`src/rtl/light_seq_pkg.sv`:
```
// rtl/light_seq_pkg.sv - shared constants and types for the light-sequence monitor
package light_seq_pkg;

  localparam logic [2:0] PAT_S0 = 3'b000;
  localparam logic [2:0] PAT_S1 = 3'b001;
  localparam logic [2:0] PAT_S2 = 3'b011;
  localparam logic [2:0] PAT_S3 = 3'b111;

  typedef enum logic [1:0] {
    ERR_NONE  = 2'b00,
    ERR_CODE  = 2'b01,
    ERR_TRANS = 2'b10
  } err_e;

  typedef enum logic {
    SYNC   = 1'b0,
    LOCKED = 1'b1
  } state_e;

endpackage

```
`src/rtl/light_seq_monitor_if.sv`:
```
// rtl/light_seq_monitor_if.sv - observed pattern, clear and status bundle of the monitor
interface light_seq_monitor_if #(parameter int CNT_W = 8);

  logic             a;
  logic             b;
  logic             c;
  logic             clr;
  logic [1:0]       phase;
  logic             in_sync;
  logic             seq_done;
  logic             error;
  logic [1:0]       err_code;
  logic [CNT_W-1:0] seq_count;

  modport master (
    output a, b, c, clr,
    input  phase, in_sync, seq_done, error, err_code, seq_count
  );

  modport slave (
    input  a, b, c, clr,
    output phase, in_sync, seq_done, error, err_code, seq_count
  );

endinterface

```
`src/rtl/light_pat_decode.sv`:
```
// rtl/light_pat_decode.sv - classifies a 3-bit light pattern into legal flag and step index
module light_pat_decode
  import light_seq_pkg::*;
(
  input  logic [2:0] pat,
  output logic       legal,
  output logic [1:0] index
);

  always_comb begin
    legal = 1'b1;
    index = 2'd0;
    case (pat)
      PAT_S0:  index = 2'd0;
      PAT_S1:  index = 2'd1;
      PAT_S2:  index = 2'd2;
      PAT_S3:  index = 2'd3;
      default: legal = 1'b0;
    endcase
  end

endmodule

```
`src/rtl/light_seq_monitor.sv`:
```
// rtl/light_seq_monitor.sv - locks onto the 000/001/011/111 light cycle, counts completions, flags violations
module light_seq_monitor
  import light_seq_pkg::*;
#(
  parameter int CNT_W = 8
) (
  input  logic                clk,
  input  logic                reset_n,
  light_seq_monitor_if.slave  mon
);

  logic [2:0]       pat;
  logic             pat_legal;
  logic [1:0]       pat_idx;
  logic [1:0]       succ;

  state_e           state_q, state_d;
  logic [1:0]       phase_q, phase_d;
  logic             seq_done_q, seq_done_d;
  logic             error_q, error_d;
  err_e             err_code_q, err_code_d;
  logic [CNT_W-1:0] seq_count_q, seq_count_d;

  logic             viol;
  err_e             cause;
  logic             complete;

  assign pat  = {mon.a, mon.b, mon.c};
  assign succ = phase_q + 2'd1;

  light_pat_decode u_decode (
    .pat   (pat),
    .legal (pat_legal),
    .index (pat_idx)
  );

  always_ff @(posedge clk or negedge reset_n) begin
    if (!reset_n) begin
      state_q     <= SYNC;
      phase_q     <= 2'd0;
      seq_done_q  <= 1'b0;
      error_q     <= 1'b0;
      err_code_q  <= ERR_NONE;
      seq_count_q <= '0;
    end else begin
      state_q     <= state_d;
      phase_q     <= phase_d;
      seq_done_q  <= seq_done_d;
      error_q     <= error_d;
      err_code_q  <= err_code_d;
      seq_count_q <= seq_count_d;
    end
  end

  // Successor of phase 3 wraps to 0, so the 111->000 step needs no special case.
  always_comb begin
    state_d  = state_q;
    phase_d  = phase_q;
    viol     = 1'b0;
    cause    = ERR_NONE;
    complete = 1'b0;
    case (state_q)
      SYNC: begin
        if (pat_legal && pat_idx == 2'd0) begin
          state_d = LOCKED;
          phase_d = 2'd0;
        end
      end
      LOCKED: begin
        if (!pat_legal) begin
          viol  = 1'b1;
          cause = ERR_CODE;
        end else if (pat_idx == succ) begin
          phase_d  = pat_idx;
          complete = (phase_q == 2'd3);
        end else if (!(phase_q == 2'd0 && pat_idx == 2'd0)) begin
          viol  = 1'b1;
          cause = ERR_TRANS;
        end
        if (viol) begin
          state_d = SYNC;
          phase_d = 2'd0;
        end
      end
    endcase
  end

  // A violation overrides clr; without clr the first recorded cause is kept.
  always_comb begin
    seq_done_d  = complete;
    error_d     = error_q;
    err_code_d  = err_code_q;
    seq_count_d = seq_count_q;
    if (mon.clr) begin
      error_d     = 1'b0;
      err_code_d  = ERR_NONE;
      seq_count_d = '0;
    end else if (complete && seq_count_q != {CNT_W{1'b1}}) begin
      seq_count_d = seq_count_q + CNT_W'(1);
    end
    if (viol) begin
      error_d    = 1'b1;
      err_code_d = (error_q && !mon.clr) ? err_code_q : cause;
    end
  end

  assign mon.phase     = phase_q;
  assign mon.in_sync   = (state_q == LOCKED);
  assign mon.seq_done  = seq_done_q;
  assign mon.error     = error_q;
  assign mon.err_code  = err_code_q;
  assign mon.seq_count = seq_count_q;

endmodule

```
`src/flat_wrapper.sv`:
```
// flat-port wrapper written by rule: the top's interface ports become plain ports
module light_seq_monitor_flat import light_seq_pkg::*;
#(
  parameter int CNT_W = 8
)
  (clk, reset_n, mon_a, mon_b, mon_c, mon_clr, mon_phase, mon_in_sync, mon_seq_done, mon_error, mon_err_code, mon_seq_count);
  light_seq_monitor_if #(.CNT_W(CNT_W)) mon_i ();
  input  logic clk;
  input  logic reset_n;
  input wire logic [$bits(mon_i.a)-1:0] mon_a;
  input wire logic [$bits(mon_i.b)-1:0] mon_b;
  input wire logic [$bits(mon_i.c)-1:0] mon_c;
  input wire logic [$bits(mon_i.clr)-1:0] mon_clr;
  output wire logic [$bits(mon_i.phase)-1:0] mon_phase;
  output wire logic [$bits(mon_i.in_sync)-1:0] mon_in_sync;
  output wire logic [$bits(mon_i.seq_done)-1:0] mon_seq_done;
  output wire logic [$bits(mon_i.error)-1:0] mon_error;
  output wire logic [$bits(mon_i.err_code)-1:0] mon_err_code;
  output wire logic [$bits(mon_i.seq_count)-1:0] mon_seq_count;
  assign mon_i.a = mon_a;
  assign mon_i.b = mon_b;
  assign mon_i.c = mon_c;
  assign mon_i.clr = mon_clr;
  assign mon_phase = mon_i.phase;
  assign mon_in_sync = mon_i.in_sync;
  assign mon_seq_done = mon_i.seq_done;
  assign mon_error = mon_i.error;
  assign mon_err_code = mon_i.err_code;
  assign mon_seq_count = mon_i.seq_count;
  light_seq_monitor #(.CNT_W(CNT_W)) u_core (.clk(clk), .reset_n(reset_n), .mon(mon_i));
endmodule
```
`config.mk`:
```
export PLATFORM = sky130hd
export DESIGN_NAME = light_seq_monitor_flat
export DESIGN_NICKNAME = d
export VERILOG_FILES = /design/src/rtl/light_seq_pkg.sv /design/src/rtl/light_seq_monitor_if.sv /design/src/rtl/light_pat_decode.sv /design/src/rtl/light_seq_monitor.sv /design/src/flat_wrapper.sv
export SDC_FILE = /design/constraint.sdc
export NUM_CORES = 1
export LEC_CHECK = 0
export ABC_AREA = 1
export CELL_PAD_IN_SITES_DETAIL_PLACEMENT = 0
export CELL_PAD_IN_SITES_GLOBAL_PLACEMENT = 2
export CORE_AREA = 4 4 67 63
export DETAILED_ROUTE_END_ITERATION = 8
export DIE_AREA = 0 0 71 67
export PLACE_DENSITY = 0.83
export SLEW_MARGIN = 20
export SYNTH_ARGS = -nofsm -noshare
export SYNTH_HDL_FRONTEND = slang
export SYNTH_HIERARCHICAL = 1
export SYNTH_SLANG_ARGS = --single-unit
```
`constraint.sdc`:
```
create_clock -name clk -period 2.1 [get_ports clk]
set_input_delay 0.21 -clock clk [delete_from_list [all_inputs] [get_ports clk]]
set_output_delay 0.21 -clock clk [all_outputs]
set_load 0.02 [all_outputs]
```
=== Word level (Yosys, flattened, before mapping) ===
Cells that the tools add are included.

* $add $sub $neg: 2
* Eq/ne operators: 10
* Multiplexer cells: 29
* Bitwise operators: 1
* Reduce and logical (&&, ||, !) cells: 13

{| class="wikitable"
|+ Operator list
! cell !! count
|-
| $mux 2 || 11
|-
| $mux 8 || 2
|-
| $mux 1 || 13
|-
| $add 8x1->8 const B || 1
|-
| $ne 8x8->1 const B || 1
|-
| $pmux 2 s3 || 1
|-
| $logic_and 1x1->1 || 4
|-
| $logic_not 2->1 || 2
|-
| $pmux 2 s2 || 1
|-
| $reduce_bool 2->1 || 2
|-
| $reduce_or 4->1 || 1
|-
| $eq 3x1->1 const B || 1
|-
| $eq 3x2->1 const B || 1
|-
| $eq 3x3->1 const B || 1
|-
| $logic_not 3->1 || 1
|-
| $ne 3x2->1 const B || 1
|-
| $ne 3x3->1 const B || 1
|-
| $reduce_and 3->1 || 1
|-
| $add 2x1->2 const B || 1
|-
| $eq 2x2->1 || 1
|-
| $eq 2x2->1 const B || 1
|-
| $ne 2x1->1 const B || 1
|-
| $ne 2x2->1 const B || 1
|-
| $pmux 1 s2 || 1
|-
| 3 further kinds || 3
|}

* Register bits: 15
* Input bits: 6
* Output and inout bits: 15
* Logic and storage cells: 61

=== Logic depth before layout (Yosys ltp) ===
* Depth after elaboration: 11
* Depth in mapped cells: 13

=== Cells and area by module ===
Netlist, hierarchy kept.

{| class="wikitable"
|+ Modules (own cells, without submodules)
! module !! instances !! cells each !! area each (sq um)
|-
| light_seq_monitor || 1 || 116 || 919.6
|-
| light_pat_decode || 1 || 8 || 33.8
|}

=== Worst setup path before layout ===
No wires, ideal clock.

* Path type: register -> register
* Start: register u_core.phase_q[0] (netlist: u_core/mon.phase[0])
* End: register u_core.err_code_q[1] (netlist: u_core/mon.err_code[1])
* Library setup time: 122 ps
* Data arrival time: 1539 ps
* Setup slack: 439 ps
* Cell stages (with the launch flop): 13
* Cell sequence: dfrtp_1 -> inv_1 -> ha_1 -> inv_1 -> nand2_1 -> nand2_1 -> nand2_4 -> nand2_1 -> nand2_1 -> nand2_1 -> nand2_1 -> nand3_1 -> nand2_1

* Word-level cells in the longest chain between the ends: 9
* Elaborated cells on any way between the ends: 18
* Classes of those cells: 1 x add/sub; 2 x eq/ne; 11 x mux; 4 x reduce/logical

{| class="wikitable"
|+ Ends and longest elaborated chain
! what !! line !! text
|-
| start: declaration || light_seq_monitor.sv:18 || <nowiki>logic [1:0] phase_q, phase_d;</nowiki>
|-
| start signal: assignment || light_seq_monitor.sv:47 || <nowiki>phase_q <= phase_d;</nowiki>
|-
| parallel branches: the longest is 9 deep, another holds $add 2x1->2 || - ||
|-
| end signal: assignment || light_seq_monitor.sv:50 || <nowiki>err_code_q <= err_code_d;</nowiki>
|-
| end: declaration || light_seq_monitor.sv:21 || <nowiki>err_e err_code_q, err_code_d;</nowiki>
|}

Parallel ways; which one is timed is not known. The select of a mux whose other input is x is not followed.
A chain may end at the register's enable or synchronous reset.

=== Worst setup path in the final report ===
* Start: register u_core.phase_q[0] (netlist: u_core/mon.phase[0])
* End: register u_core.seq_count_q[3] (netlist: u_core/mon.seq_count[3])

* Word-level cells in the longest chain between the ends: 7
* Elaborated cells on any way between the ends: 8
* Classes of those cells: 1 x add/sub; 2 x eq/ne; 3 x mux; 2 x reduce/logical

{| class="wikitable"
|+ Ends and longest elaborated chain
! what !! line !! text
|-
| $add 2x1->2 || light_seq_monitor.sv:29 || <nowiki>assign succ = phase_q + 2'd1;</nowiki>
|-
| $eq 2x2->1 || light_seq_monitor.sv:73 || <nowiki>end else if (pat_idx == succ) begin</nowiki>
|-
| $mux 1 (*) || light_seq_monitor.sv:73 ||
|-
| $mux 1 (*) || light_seq_monitor.sv:70 || <nowiki>if (!pat_legal) begin</nowiki>
|-
| $mux 1 (*) || light_seq_monitor.sv:62 || <nowiki>case (state_q)</nowiki>
|-
| $logic_and 1x1->1 (*) || light_seq_monitor.sv:98 || <nowiki>end else if (complete && seq_count_q != {CNT_W{1'b1}}) begin</nowiki>
|-
| $reduce_bool 2->1 (no line) (*) || - ||
|-
| end signal: assignment || light_seq_monitor.sv:51 || <nowiki>seq_count_q <= seq_count_d;</nowiki>
|-
| end: declaration || light_seq_monitor.sv:22 || <nowiki>logic [CNT_W-1:0] seq_count_q, seq_count_d;</nowiki>
|}

Every way passes the cells marked *; elsewhere a longest branch is shown, timed or not.

==> metrics.md <==
| Metric | Value |
|---|---|
| Layout cells sized above 1 | `between 10% and 20%` |
| Starting Density | `between 20% and 30%` |
| Syn. warnings | `6` |
| F_max | `approximately 0.59 GHz` |
| Mean Syn Cell Area | `about 7.7 µm²` |
| Final ANT Viol Nets | `0` |
| Final wirelength | `between 2 and 2.5 mm` |
| DRC Markers | `0` |
| Area of the mapped netlist | `~950 µm²` |
| Post_cts resized | `0` |
| Antenna violations before repair | `0` |
| IO buf count | `20` |
| Number of synthesized register bits | `15` |
| Die extent in x | `approximately 71 µm` |
| Fin crit share | `around four fifths` |
| Setup CP Type | `reg2reg` |
| Worst-Skew Late Latency | `0.24 ns` |
| Ports | `21` |
| Grt ovf | `0` |
| Antenna cells | `0` |
| Ys async rst share | `between 90% and 100%` |
| Setup TNS | `0 ns` |
| CP required | `between 2 and 2.5 ns` |
| RSZ-0062 raised after global routing | `false` |
| WP data arrival | `1.89 ns` |
| Nets | `159` |
| Setup Buffers After CTS | `0` |
| Hold crit path type | `in2async` |
| Unique masters post-synth | `23` |
| Fin worst setup slack | `between 0.3 and 0.4 ns` |
| Crit Path Max Fanout | `8` |
| Gp weighted congestion | `0.7242` |
| # rows | `21` |
| Pwr Total | `around 0.86 mW` |
| Post-synthesis sequential area ratio | `39.37%` |
| Worst slack, placed | `roughly 0.21 ns` |
| Top FF cell, synth | `dfrtp_1` |
| H-tree depth | `1` |
| Final setup fails | `0` |
| CTS sink cnt | `15` |
| Critical-path cell list | `inv_1 > ha_1 > inv_1 > nand2_1 > nand2_1 > nand2_4 > nor3_4 > nand3_1 > nand2_1` |
| CTS root buf | `clkbuf_8` |
| Final hold violation count | `0` |
| Avg WL per Cell | `10.41 µm` |
| Status | `finished clean` |
| Top cell by count, worst path | `nand2_1` |
| Die footprint | `4757 µm²` |
| Hold buffers post-CTS | `0` |
| Core Region | `roughly 3600 µm²` |
| Kind of cell adding the most delay to the critical path | `simple AND/OR/NAND/NOR gates` |
| Slew HR | `between 50% and 60%` |
| Top-count cell post-synth | `nand2_1` |
| Detailed Place HPWL | `around 1.6 mm` |
| First-pass GRT wire length | `approximately 3.7 mm` |
| Area delta synth->final | `32.94%` |
| Peak VDD IR | `~0.44 mV` |
| Gr usage total | `under 10%` |
| Crit path launch type | `register` |
| P_leak | `between 0.6 and 0.7 nW` |
| Max-cap violations | `0` |
| Synthesized Nets | `between 100 and 150` |
| Post-synth EDFFs | `0` |
| Number of global-route vias before repair | `830` |
| Worst clock skew | `roughly 0.0013 ns` |
| Clk buf depth | `2` |
| Yosys top cell area share | `39.37%` |
| Worst Setup End Kind | `register` |
| Pwr dens | `between 600 and 700 nW/µm²` |
| CP max stage cell | `dfrtp_1` |
| CP Buf/Inv Count | `2` |
| Leading area contributor after synthesis | `dfrtp_1` |
| Clock tree from TritonCTS | `yes` |
| Synth top cells by count | `nand2_1 (35), nand3_1 (25), inv_1 (18), dfrtp_1 (15)` |
| Largest net degree at the start of global routing | `17` |
| Number of vias per cell | `~4.4` |
| Final Slew Violations | `0` |
| DRT iter0 DRCs | `17` |
| Syn Inst Count | `between 100 and 150` |
| DIE HEIGHT | `approximately 67 µm` |
| Setup crit start | `u_core/mon.phase[0]` |
| Reg2reg start | `u_core/mon.phase[0]` |
| Tmin final | `1.704 ns` |
| Via count | `between 800 and 900` |
| CTS buffer count | `3` |
| CP peak stage delay | `~0.42 ns` |
| Area contributors post-synth | `dfrtp_1 (39%), nand2_1 (14%), nand3_1 (13%)` |
| Slew @ Worst Pin | `0.7155 ns` |
| Reg clk slew, reported paths | `0.06 ns` |
| First-pass DRT Iterations | `6` |
==> logic make-up (layout without fill, tap and decap cells) <==
| kind of cell | count (synthesis) | count (layout) | share of synthesized area, % |
|---|---|---|---|
| and+or+nand+nor | 71 | 71 | 36.09 |
| adders and majority gates | 3 | 3 | 3.937 |
| AOI/OAI and AO/OA | 8 | 8 | 7.743 |
| xor gates and xnor gates | 4 | 4 | 3.674 |
| buffers and inverters | 23 | 48 | 9.185 |
| DFF | 15 | 15 | 39.37 |
==> path summary, 6_finish.rpt <==
path	to	cells past startpoint	slack, ns
worst min-delay path	u_core/mon.seq_done	1	0.39
max in group asynchronous	u_core/mon.seq_count[0]	1	1.26
min in group clk	u_core/mon.err_code[0]	2	0.51
worst max-delay path	u_core/mon.seq_count[3]	9	0.40
worst max register to register	u_core/mon.seq_count[3]	9	0.40
worst min register to register	u_core/mon.err_code[0]	2	0.51
==> stage by stage <==
stage | util, % | hold slack (ns) | std cells | area [µm²]
after floorplan | - | -0.08559 | 124 | 953.4
after global placement | 34.21 | 0.4919 | 191 | 1222
after detailed placement | 34.21 | 0.4964 | 191 | 1222
after CTS | 35.47 | 0.4350 | 195 | 1267
after global routing | 35.47 | 0.4627 | 195 | 1267
final | 35.47 | 0.3929 | 195 | 1267
==> worst reg2reg max path, stage by stage, from the launching register on <==
cell and delay, ns:
dfrtp_1 0.42, inv_1 0.08, ha_1 0.30, inv_1 0.06, nand2_1 0.04, nand2_1 0.10
nand2_4 0.10, nor3_4 0.35, nand3_1 0.12, nand2_1 0.08
==> flip-flops by register name (all words and copies together), names as in the netlist <==
register              flops
u_core/mon.seq_count      8
u_core/mon.err_code       2
u_core/mon.phase          2
u_core/mon.error          1
u_core/mon.in_sync        1
u_core/mon.seq_done       1
==> power by group <==
part	switching, mW	internal (mW)	leakage (nW)
clock network	0.102	0.134	0.0228
logic	0.147	0.113	0.441
registers	0.0389	0.323	0.204
total	0.287	0.571	0.668
==> per-layer routing <==
metal,up-vias,GRT usage [%],part of all wire [%],wire length [µm]
met5,-,0,0,0
met4,0,3.521,0.39,8
met3,2,2.262,4.5,92
met2,16,15.05,48,979
met1,391,12.90,47,949
li1,447,-,-,-
==> final cells by class <==
class / instances / area [µm²]
sequential: 15 / 375.4
fill: 398 / 2306
inverter: 22 / 83.83
clock buffer: 4 / 45.04
tap: 46 / 57.56
timing repair buffer: 22 / 215.2
multi-input combinational: 86 / 490.5
==> layout by cell type, fill, tap and decap left out, drive strengths merged, types with 2 or more instances in the layout <==
cell type,count
nand2,39
nand3,25
clkdlybuf4s50,20
inv,20
dfrtp,15
nor2,5
xor2,4
clkbuf,4
ha,3
o31ai,3
buf,2
clkinv,2
nor3,2
No activity file was read; power rests on OpenSTA's default activity.
